### src/rtl/uart_tx_arbiter_pkg.sv
// Shared constants and types for the packet-level UART transmit arbiter.
package uart_tx_arbiter_pkg;

   localparam int          IDX_W      = 4;
   localparam logic [3:0]  HDR_NIBBLE = 4'hA;

   typedef enum logic [1:0] {
      ST_IDLE = 2'd0,
      ST_HDR  = 2'd1,
      ST_DATA = 2'd2
   } state_t;

   // Channel-ID header byte announcing which requester owns the packet.
   function automatic logic [7:0] hdr_byte(input logic [IDX_W-1:0] id);
      return {HDR_NIBBLE, id};
   endfunction

endpackage

### src/rtl/uart_tx_arbiter_if.sv
// Requester byte streams plus the uart_tx din/din_valid/din_ready handshake.
interface uart_tx_arbiter_if #(
   parameter int N_REQ = 4
) ();

   logic [8*N_REQ-1:0] req_data;
   logic [N_REQ-1:0]   req_valid;
   logic [N_REQ-1:0]   req_last;
   logic [N_REQ-1:0]   req_ready;
   logic [7:0]         tx_data;
   logic               tx_valid;
   logic               tx_ready;

   modport master (
      output req_data, req_valid, req_last, tx_ready,
      input  req_ready, tx_data, tx_valid
   );

   modport slave (
      input  req_data, req_valid, req_last, tx_ready,
      output req_ready, tx_data, tx_valid
   );

endinterface

### src/rtl/uart_tx_arbiter_rr_arbiter.sv
// Combinational round-robin pick: first request at or after last_grant+1, with wrap.
module rr_arbiter
   import uart_tx_arbiter_pkg::*;
#(
   parameter int N = 4
) (
   input  logic [N-1:0]     i_req,
   input  logic [IDX_W-1:0] i_last_grant,
   output logic [N-1:0]     o_grant,
   output logic [IDX_W-1:0] o_idx
);

   logic [2*N-1:0] w_dbl;
   logic [N-1:0]   w_rot;
   logic           w_found;
   int             w_sel;

   // Rotating a doubled copy puts the highest-priority requester at bit 0.
   always_comb begin
      w_dbl   = {i_req, i_req};
      w_rot   = N'(w_dbl >> (int'(i_last_grant) + 1));
      w_found = 1'b0;
      w_sel   = 0;
      o_grant = '0;
      o_idx   = '0;
      for (int i = 0; i < N; i++) begin
         if (!w_found && w_rot[i]) begin
            w_found = 1'b1;
            w_sel   = (int'(i_last_grant) + 1 + i) % N;
            o_idx   = IDX_W'(w_sel);
            o_grant = {{(N-1){1'b0}}, 1'b1} << w_sel;
         end
      end
   end

endmodule

### src/rtl/uart_tx_arbiter.sv
// Shares one uart_tx byte transmitter between N_REQ packet requesters,
// with optional channel header, one-entry output register and gap timeout.
module uart_tx_arbiter
   import uart_tx_arbiter_pkg::*;
#(
   parameter int N_REQ       = 4,
   parameter int HEADER_EN   = 1,
   parameter int GAP_TIMEOUT = 1024
) (
   input  logic              clock,
   input  logic              reset,
   uart_tx_arbiter_if.slave  bus,
   output logic [IDX_W-1:0]  grant_id,
   output logic              busy,
   output logic              abort
);

   localparam int GAP_W = (GAP_TIMEOUT > 1) ? $clog2(GAP_TIMEOUT + 1) : 1;

   state_t            r_state;
   state_t            w_state_nxt;
   logic [7:0]        r_ob_data;
   logic              r_ob_valid;
   logic [7:0]        w_ob_data_nxt;
   logic              w_load;
   logic [IDX_W-1:0]  r_grant_id;
   logic [IDX_W-1:0]  w_grant_nxt;
   logic [IDX_W-1:0]  r_last_grant;
   logic [IDX_W-1:0]  w_last_nxt;
   logic [GAP_W-1:0]  r_gap_cnt;
   logic [GAP_W-1:0]  w_gap_nxt;
   logic              r_abort;
   logic              w_abort_nxt;

   logic [N_REQ-1:0]  w_req_ready;
   logic [N_REQ-1:0]  w_arb_grant;
   logic [IDX_W-1:0]  w_arb_idx;
   logic              w_any;
   logic              w_ob_free;
   logic              w_gnt_valid;
   logic              w_gnt_last;
   logic [7:0]        w_gnt_data;

   rr_arbiter #(
      .N (N_REQ)
   ) u_rr (
      .i_req        (bus.req_valid),
      .i_last_grant (r_last_grant),
      .o_grant      (w_arb_grant),
      .o_idx        (w_arb_idx)
   );

   assign w_any     = |w_arb_grant;
   assign w_ob_free = !r_ob_valid || bus.tx_ready;

   // Mux out the granted requester's stream.
   always_comb begin
      w_gnt_valid = 1'b0;
      w_gnt_last  = 1'b0;
      w_gnt_data  = '0;
      for (int i = 0; i < N_REQ; i++) begin
         if (r_grant_id == IDX_W'(i)) begin
            w_gnt_valid = bus.req_valid[i];
            w_gnt_last  = bus.req_last[i];
            w_gnt_data  = bus.req_data[8*i +: 8];
         end
      end
   end

   always_comb begin
      w_state_nxt   = r_state;
      w_grant_nxt   = r_grant_id;
      w_last_nxt    = r_last_grant;
      w_gap_nxt     = r_gap_cnt;
      w_abort_nxt   = 1'b0;
      w_load        = 1'b0;
      w_ob_data_nxt = r_ob_data;
      w_req_ready   = '0;
      case (r_state)
         ST_IDLE: begin
            w_gap_nxt = '0;
            if (w_any) begin
               w_grant_nxt = w_arb_idx;
               w_state_nxt = (HEADER_EN != 0) ? ST_HDR : ST_DATA;
            end
         end
         ST_HDR: begin
            w_gap_nxt = '0;
            if (w_ob_free) begin
               w_load        = 1'b1;
               w_ob_data_nxt = hdr_byte(r_grant_id);
               w_state_nxt   = ST_DATA;
            end
         end
         ST_DATA: begin
            for (int i = 0; i < N_REQ; i++) begin
               w_req_ready[i] = w_ob_free && (r_grant_id == IDX_W'(i));
            end
            // A handshake wins over a timeout landing in the same cycle.
            if (w_gnt_valid && w_ob_free) begin
               w_load        = 1'b1;
               w_ob_data_nxt = w_gnt_data;
               w_gap_nxt     = '0;
               if (w_gnt_last) begin
                  w_last_nxt  = r_grant_id;
                  w_state_nxt = ST_IDLE;
               end
            end else if (!w_gnt_valid && (GAP_TIMEOUT != 0)) begin
               if (r_gap_cnt == GAP_W'(GAP_TIMEOUT - 1)) begin
                  w_abort_nxt = 1'b1;
                  w_last_nxt  = r_grant_id;
                  w_gap_nxt   = '0;
                  w_state_nxt = ST_IDLE;
               end else begin
                  w_gap_nxt = r_gap_cnt + 1'b1;
               end
            end
         end
         default: begin
            w_state_nxt = ST_IDLE;
         end
      endcase
   end

   always_ff @(posedge clock) begin
      if (reset) begin
         r_state      <= ST_IDLE;
         r_grant_id   <= '0;
         r_last_grant <= IDX_W'(N_REQ - 1);
         r_gap_cnt    <= '0;
         r_abort      <= 1'b0;
         r_ob_valid   <= 1'b0;
         r_ob_data    <= '0;
      end else begin
         r_state      <= w_state_nxt;
         r_grant_id   <= w_grant_nxt;
         r_last_grant <= w_last_nxt;
         r_gap_cnt    <= w_gap_nxt;
         r_abort      <= w_abort_nxt;
         // Loads only happen while free, so a drain and a refill can share a cycle.
         if (w_load) begin
            r_ob_valid <= 1'b1;
            r_ob_data  <= w_ob_data_nxt;
         end else if (w_ob_free) begin
            r_ob_valid <= 1'b0;
         end
      end
   end

   assign bus.tx_data   = r_ob_data;
   assign bus.tx_valid  = r_ob_valid;
   assign bus.req_ready = w_req_ready;
   assign grant_id      = r_grant_id;
   assign busy          = (r_state != ST_IDLE);
   assign abort         = r_abort;

endmodule
### src/flat_wrapper.sv
// flat-port wrapper written by rule: the top's interface ports become plain ports
module uart_tx_arbiter_flat import uart_tx_arbiter_pkg::*;
#(
   parameter int N_REQ       = 4,
   parameter int HEADER_EN   = 1,
   parameter int GAP_TIMEOUT = 1024
)
  (clock, reset, grant_id, busy, abort, bus_req_data, bus_req_valid, bus_req_last, bus_tx_ready, bus_req_ready, bus_tx_data, bus_tx_valid);
  uart_tx_arbiter_if #(.N_REQ(N_REQ)) bus_i ();
  input  logic clock;
  input  logic reset;
  output logic [IDX_W-1:0] grant_id;
  output logic busy;
  output logic abort;
  input wire logic [$bits(bus_i.req_data)-1:0] bus_req_data;
  input wire logic [$bits(bus_i.req_valid)-1:0] bus_req_valid;
  input wire logic [$bits(bus_i.req_last)-1:0] bus_req_last;
  input wire logic [$bits(bus_i.tx_ready)-1:0] bus_tx_ready;
  output wire logic [$bits(bus_i.req_ready)-1:0] bus_req_ready;
  output wire logic [$bits(bus_i.tx_data)-1:0] bus_tx_data;
  output wire logic [$bits(bus_i.tx_valid)-1:0] bus_tx_valid;
  assign bus_i.req_data = bus_req_data;
  assign bus_i.req_valid = bus_req_valid;
  assign bus_i.req_last = bus_req_last;
  assign bus_i.tx_ready = bus_tx_ready;
  assign bus_req_ready = bus_i.req_ready;
  assign bus_tx_data = bus_i.tx_data;
  assign bus_tx_valid = bus_i.tx_valid;
  uart_tx_arbiter #(.N_REQ(N_REQ), .HEADER_EN(HEADER_EN), .GAP_TIMEOUT(GAP_TIMEOUT)) u_core (.clock(clock), .reset(reset), .bus(bus_i), .grant_id(grant_id), .busy(busy), .abort(abort));
endmodule
### config.mk
export PLATFORM = sky130hd
export DESIGN_NAME = uart_tx_arbiter_flat
export DESIGN_NICKNAME = d
export VERILOG_FILES = /design/src/rtl/uart_tx_arbiter_pkg.sv /design/src/rtl/uart_tx_arbiter_if.sv /design/src/rtl/uart_tx_arbiter_rr_arbiter.sv /design/src/rtl/uart_tx_arbiter.sv /design/src/flat_wrapper.sv
export SDC_FILE = /design/constraint.sdc
export NUM_CORES = 1
export LEC_CHECK = 0
export ABC_AREA = 1
export ABC_CLOCK_PERIOD_IN_PS = 1800
export CAP_MARGIN = 10
export CELL_PAD_IN_SITES_DETAIL_PLACEMENT = 1
export CELL_PAD_IN_SITES_GLOBAL_PLACEMENT = 2
export CORE_MARGIN = 2
export CORE_UTILIZATION = 22
export DETAILED_ROUTE_END_ITERATION = 7
export PLACE_DENSITY_LB_ADDON = 0.1
export SKIP_CTS_REPAIR_TIMING = 1
export SLEW_MARGIN = 15
export SYNTH_ARGS = -nofsm -noshare
export SYNTH_HDL_FRONTEND = slang
export SYNTH_SLANG_ARGS = --single-unit
### constraint.sdc
create_clock -name clock -period 1.8 [get_ports clock]
set_input_delay 0.54 -clock clock [delete_from_list [all_inputs] [get_ports clock]]
set_output_delay 0.54 -clock clock [all_outputs]
set_load 0.1 [all_outputs]
==> impl_metrics.csv, run 1 <==
group,metric,value,unit
cts,cts_tree,"yes",
placed_design,port_buffers,59,
cts,path_clk_slew,0.10,ns
detailed_routing,num_vias,2396,
sta,hold_viol,0,
sta,fmax,491,MHz
cts,cts_root_buffer,"clkbuf_8",
die,fp.dieW,100,microns
sta,finalCritPeriodShare,113,%
placed_design,gp_congestion,0.808,
detailed_routing,viasPerCell,4.48,
pwr,switchingPower,2180,uW
synth,netlist_area,2050,sq um
grt,gr-total-overflow,0,
pwr,peakVddDrop,0.792,mV
die,ios,62,
cells_and_area,diodes,0,
detailed_routing,first_pass_iters,4,
pwr,pwr-share-comb,72.0,%
sta,fin_skew,0.0117,ns
grt,grtUsageTotal,14.9,%
detailed_routing,wire_per_inst,14.2,microns
cells_and_area,nets,477,
die,initial_core_util,22.4,%
placed_design,pre_cts_slack,-0.563,ns
synth,netlist-cell-type-count,40,
die,dieArea,10100,sq um
sta,fin_crit,2.04,ns
cells_and_area,areaGrowthSynthToFinish,85.7,%
die,core_area,9150,sq um
detailed_routing,first_iter_violations,37,
synth,synth_top_area_share,26.4,%
cts,cts_buffer_depth,2,
synth,ys_seq_elements,27,
cells_and_area,multi_input_area,1640,sq um
sta,rsz0062_at_grt,"yes",
setup_path,crit_type,"register to output port",
synth,ys_seq_area_share,26.4,%
cells_and_area,final-seq-area,567,sq um
sta,maxSlewViolCount,0,
cells_and_area,final_cell_mix,"66 x nand2_1, 54 x buf_4, 37 x clkdlybuf4s50_1",
synth,synth-edff-count,0,
sta,setup_slack,-0.238,ns
detailed_routing,finalWirelength,7580,microns
placed_design,place_hpwl,6200,microns
cts,cts.sinks,27,
synth,yosysWarningCount,0,
cts,insertion_delay,0.28,ns
grt,grt_pass1_vias,2482,
cells_and_area,fillCellCount,1112,
setup_path,path_delay_family,"buffers and inverters",
setup_path,critPathMaxFanout,4,
setup_path,endpoint_kind,"output port",
cts,cts_buffers,3,
setup_path,cp.required,1.26,ns
detailed_routing,drtAntennaViolNets,0,
setup_path,crit_chain,"inv_2 > ha_4 > inv_2 > nor2_4 > inv_4 > nor3_4 > buf_12",
sta,holdWs,0.455,ns
cells_and_area,layout_commonest_cell,"nand2_1",
setup_path,critPathMaxStageDelay,0.34,ns
detailed_routing,drc,0,
pwr,p_sw_share,50.1,%
synth,ys.flop_type,"dfxtp_1",
synth,synthArstFlopShare,0,%
synth,synth_top_area_cell,"dfxtp_1",
setup_path,cp_common_cell,"inv_2",
sta,setup_violations,7,
pwr,internal-power,2180,uW
grt,grt_start_max_net_pins,15,
cells_and_area,drive_gt1_share,45.5,%
grt,antenna_found_initial,0,
die,rows,35,
die,die_y,100,microns
grt,grt_pass1_wl,12000,microns
status,violations,"setup timing",
synth,ys_top_cells_by_area,"dfxtp_1 26%, nand2_1 15%, nand3_1 6.6%",
setup_path,slowest_stage,"dfxtp_2",
cts,htreeDepth,1,
setup_path,worstPathArrival,1.50,ns
setup_path,critPathLaunchType,"register",
setup_path,critPathBufInv,4,
status,status,"finished with violations",
hold_path,min_path_type,"register to register",
pwr,p_leak,0.00155,uW
flow_run,max_cap_viol_count,0,
pwr,clkPwrFrac,8.2,%
synth,synth.avg_cell_area,6.65,sq um
pwr,pwr-share-seq,19.8,%
pwr,pwr_density_cell,1150,nW/um^2
synth,synth_cells,308,
[kinds of logic after synthesis]
logic type	share of synthesized area [%]
DFF	26.4
AOI/OAI and AO/OA	18.6
other	0.183
xor gates and xnor gates	1.28
adders and majority gates	5.50
buffers and inverters	9.77
and+or+nand+nor	38.2
[flip-flops by register name (all words and copies together) (netlist names)]
signal,count
u_core.abort,1
u_core.bus.tx_data,8
u_core.bus.tx_valid,1
u_core.grant_id,2
u_core.r_gap_cnt,11
u_core.r_last_grant,2
u_core.r_state,2
[power by group through the flow]
stage / sequential, uW / combinational, uW / clock (uW)
finish: 864 / 3130 / 357
global route: 879 / 3400 / 407
global placement: 864 / 2790 / 0
detailed placement: 867 / 2810 / 0
floorplan: 1180 / 1370 / 0
CTS: 855 / 2820 / 379
[synthesized netlist by cell type (2+ instances only)]
library cell	instances
a21oi_2	5
nand2_2	9
nor2_1	25
dfxtp_1	27
o21ai_1	5
nand3_2	4
buf_6	3
buf_4	3
inv_2	5
o211ai_1	2
nand2_1	83
a221o_1	3
a21oi_1	18
a211oi_1	2
a31oi_1	2
ha_1	9
nand2_4	3
inv_1	29
or2_2	2
nor2_2	3
nand3b_1	2
o21ai_2	4
nand3_1	27
nor3_1	2
a41oi_1	2
o21ai_0	12
clkbuf_1	2
xor2_1	3
[tightest hold or removal path, stage by stage, from the launching register on]
cell	delay [ns]
dfxtp_1	0.32
nand2_1	0.07
a31oi_1	0.04
[worst paths after layout]
| kind | start | slack, ns | to | cells after the start |
|---|---|---|---|---|
| worst min-delay path | u_core.r_gap_cnt[10] | 0.46 | u_core.r_gap_cnt[10] | 2 |
| worst max-delay path | u_core.r_state[0] | -0.24 | bus_req_ready[2] | 7 |
| worst max register to register | u_core.r_gap_cnt[1] | -0.01 | u_core.r_state[0] | 13 |
| worst min register to register | u_core.r_gap_cnt[10] | 0.46 | u_core.r_gap_cnt[10] | 2 |
[metal layers]
metal	vias up	wire length, microns	track usage (%)
li1	1249	-	-
met1	1124	3470	19.1
met2	17	3970	27.8
met3	6	90	1.25
met4	0	55	2.21
met5	-	0	0
[cell type report]
class                           count  area share [%]
Multi-Input combinational cell    239            43.2
Clock buffer                        4            1.18
Timing Repair Buffer              119            32.8
Inverter                           35            4.24
Sequential cell                    27            14.9
Tap cell                          111            3.65
[stage by stage]
stage / util (%) / power [uW] / area (sq um) / std cells / TNS, ns
CTS: 37.7 / 4050 / 3450 / 528 / -6.91
global route: 41.6 / 4680 / 3800 / 535 / -3.19
floorplan: - / 2550 / 2170 / 309 / -1.61
finish: 41.6 / 4360 / 3800 / 535 / -0.629
detailed placement: 37.2 / 3680 / 3410 / 524 / -14.18
global placement: 37.2 / 3650 / 3410 / 524 / -13.93
Note: power is estimated with default switching activity, not from simulation.
==> inputs of run 2 (changes only) <==
==> constraint.sdc (replaced) <==
create_clock -name clock -period 1.8 [get_ports clock]
set_input_delay 0.27 -clock clock [delete_from_list [all_inputs] [get_ports clock]]
set_output_delay 0.27 -clock clock [all_outputs]
set_load 0.1 [all_outputs]
==> run 2 against run 1 <==
Compared with the run above:
- the run still ends with setup timing left
- die area unchanged
- via count down 2.3%
- total power down 6.0%
==> impl_metrics.csv, run 2 (same netlist as run 1, synthesis figures left out) <==
group,metric,value,unit
cts,cts_buffer_depth,2,
detailed_routing,num_vias,2342,
setup_path,cp.required,1.53,ns
cells_and_area,final_cell_mix,"67 x nand2_1, 61 x buf_4, 38 x clkdlybuf4s50_1",
setup_path,timing.rr.start,"u_core.r_gap_cnt[1]",
sta,fmax,544,MHz
sta,fin_skew,0.00598,ns
grt,grt_start_max_net_pins,17,
setup_path,critPathBufInv,4,
grt,antenna_found_initial,0,
cells_and_area,diodes,0,
sta,maxSlewViolCount,0,
cts,cts_root_buffer,"clkbuf_8",
cells_and_area,fillCellCount,1121,
status,violations,"setup timing",
cts,path_clk_slew,0.11,ns
cells_and_area,layout_commonest_cell,"nand2_1",
setup_path,cp_common_cell,"inv_2",
cells_and_area,final-seq-area,564,sq um
placed_design,port_buffers,59,
die,die_y,100,microns
cells_and_area,drive_gt1_share,44.2,%
cells_and_area,fin_cells,532,
setup_path,crit_type,"register to output port",
die,fp.dieW,100,microns
pwr,pwr_density_cell,1120,nW/um^2
detailed_routing,drtAntennaViolNets,0,
setup_path,critPathMaxStageDelay,0.38,ns
grt,grt_pass1_wl,11900,microns
sta,fin_crit,1.84,ns
setup_path,worstPathArrival,1.57,ns
cts,cts_buffers,3,
cells_and_area,largest_register,"u_core.r_gap_cnt",
pwr,peakVddDrop,0.792,mV
pwr,p_leak,0.00154,uW
setup_path,critPathMaxFanout,5,
die,rows,35,
grt,grt_pass1_vias,2463,
detailed_routing,first_iter_violations,50,
status,status,"finished with violations",
detailed_routing,viasPerCell,4.40,
flow_run,max_cap_viol_count,0,
setup_path,endpoint_kind,"output port",
placed_design,gp_congestion,0.816,
setup_path,cp-startpoint,"u_core.r_state[0]",
sta,finalCritPeriodShare,102,%
cts,insertion_delay,0.28,ns
grt,grtUsageTotal,14.7,%
cts,htreeDepth,1,
detailed_routing,wire_per_inst,13.8,microns
detailed_routing,first_pass_iters,4,
placed_design,place_hpwl,6040,microns
cells_and_area,largest_reg_flops,11,
setup_path,crit_chain,"inv_2 > ha_4 > inv_2 > nor2_4 > inv_4 > nor3_4 > buf_12",
hold_path,hp-start,"u_core.r_gap_cnt[10]",
setup_path,slowest_stage,"dfxtp_4",
detailed_routing,drc,0,
detailed_routing,finalWirelength,7350,microns
sta,setup_violations,2,
sta,rsz0062_at_grt,"yes",
cts,cts.sinks,27,
placed_design,dp_cells,518,
sta,hold_viol,0,
hold_path,min_path_type,"register to register",
die,initial_core_util,22.4,%
cells_and_area,nets,474,
grt,gr-total-overflow,0,
cells_and_area,multi_input_area,1640,sq um
cts,cts_tree,"yes",
setup_path,path_delay_family,"buffers and inverters",
setup_path,critPathLaunchType,"register",
sta,setup_slack,-0.0394,ns
cells_and_area,areaGrowthSynthToFinish,77.9,%
die,core_area,9150,sq um
die,dieArea,10100,sq um
die,ios,62,
cells_and_area,utilization,39.8,%
==> run 2: cell count changes in the layout (fill, tap and decap cells not counted), sizes merged <==
| cell | change |
|---|---|
| buf | -3 |
| clkinv | -1 |
| clkbuf | -2 |
| clkdlybuf4s50 | +1 |
| inv | +2 |
==> run 2: where the power goes <==
group	total [uW]	internal, uW	switching, uW	leakage [uW]
logic	2890	1130	1760	0.00129
clock network	380	159	221	0.0000260
registers	819	704	115	0.000222
total	4090	1990	2100	0.00154
==> run 2: worst paths after layout <==
kind | slack, ns | end | cells past startpoint
hold / removal | 0.44 | u_core.r_gap_cnt[10] | 2
setup / recovery | -0.04 | bus_req_ready[0] | 7
hold reg to reg | 0.44 | u_core.r_gap_cnt[10] | 2
setup reg to reg | 0.05 | u_core.r_gap_cnt[3] | 12
==> run 2: tightest hold or removal path, delay by kind of cell, from the launching register on <==
family	cells	cell delay, ns
simple gates	1	0.06
flops	1	0.32
compound gates	1	0.03
==> run 2: metrics by stage <==
| stage | setup TNS (ns) | hold WS (ns) | total power [uW] | instance area (sq um) | setup WS (ns) |
|---|---|---|---|---|---|
| 2_1_floorplan | -0.749 | 0.414 | 2500 | 2140 | -0.102 |
| 6_report | -0.0679 | 0.443 | 4090 | 3640 | -0.0394 |
| 3_3_place_gp | -4.22 | 0.429 | 3420 | 3210 | -0.258 |
| 5_1_grt | -0.839 | 0.469 | 4400 | 3640 | -0.102 |
| 4_1_cts | -2.02 | 0.446 | 3850 | 3260 | -0.208 |
| 3_5_place_dp | -4.83 | 0.429 | 3450 | 3210 | -0.286 |
==> run 2: area by class of cell <==
| class | instances | share of cell area (%) |
|---|---|---|
| clock buffer | 3 | 1.13 |
| clock inverter | 1 | 0.172 |
| sequential | 27 | 15.5 |
| inverter | 35 | 4.02 |
| multi-input combinational | 239 | 45.1 |
| tap | 111 | 3.81 |
| timing repair buffer | 116 | 30.3 |
==> run 2: routing by layer <==
| metal | vias up | routed length, microns | global-route usage (%) |
|---|---|---|---|
| met5 | - | 0 | 0 |
| met4 | 0 | 31 | 2.21 |
| met3 | 2 | 278 | 2.84 |
| met2 | 31 | 3630 | 25.8 |
| met1 | 1072 | 3420 | 19.2 |
| li1 | 1237 | - | - |
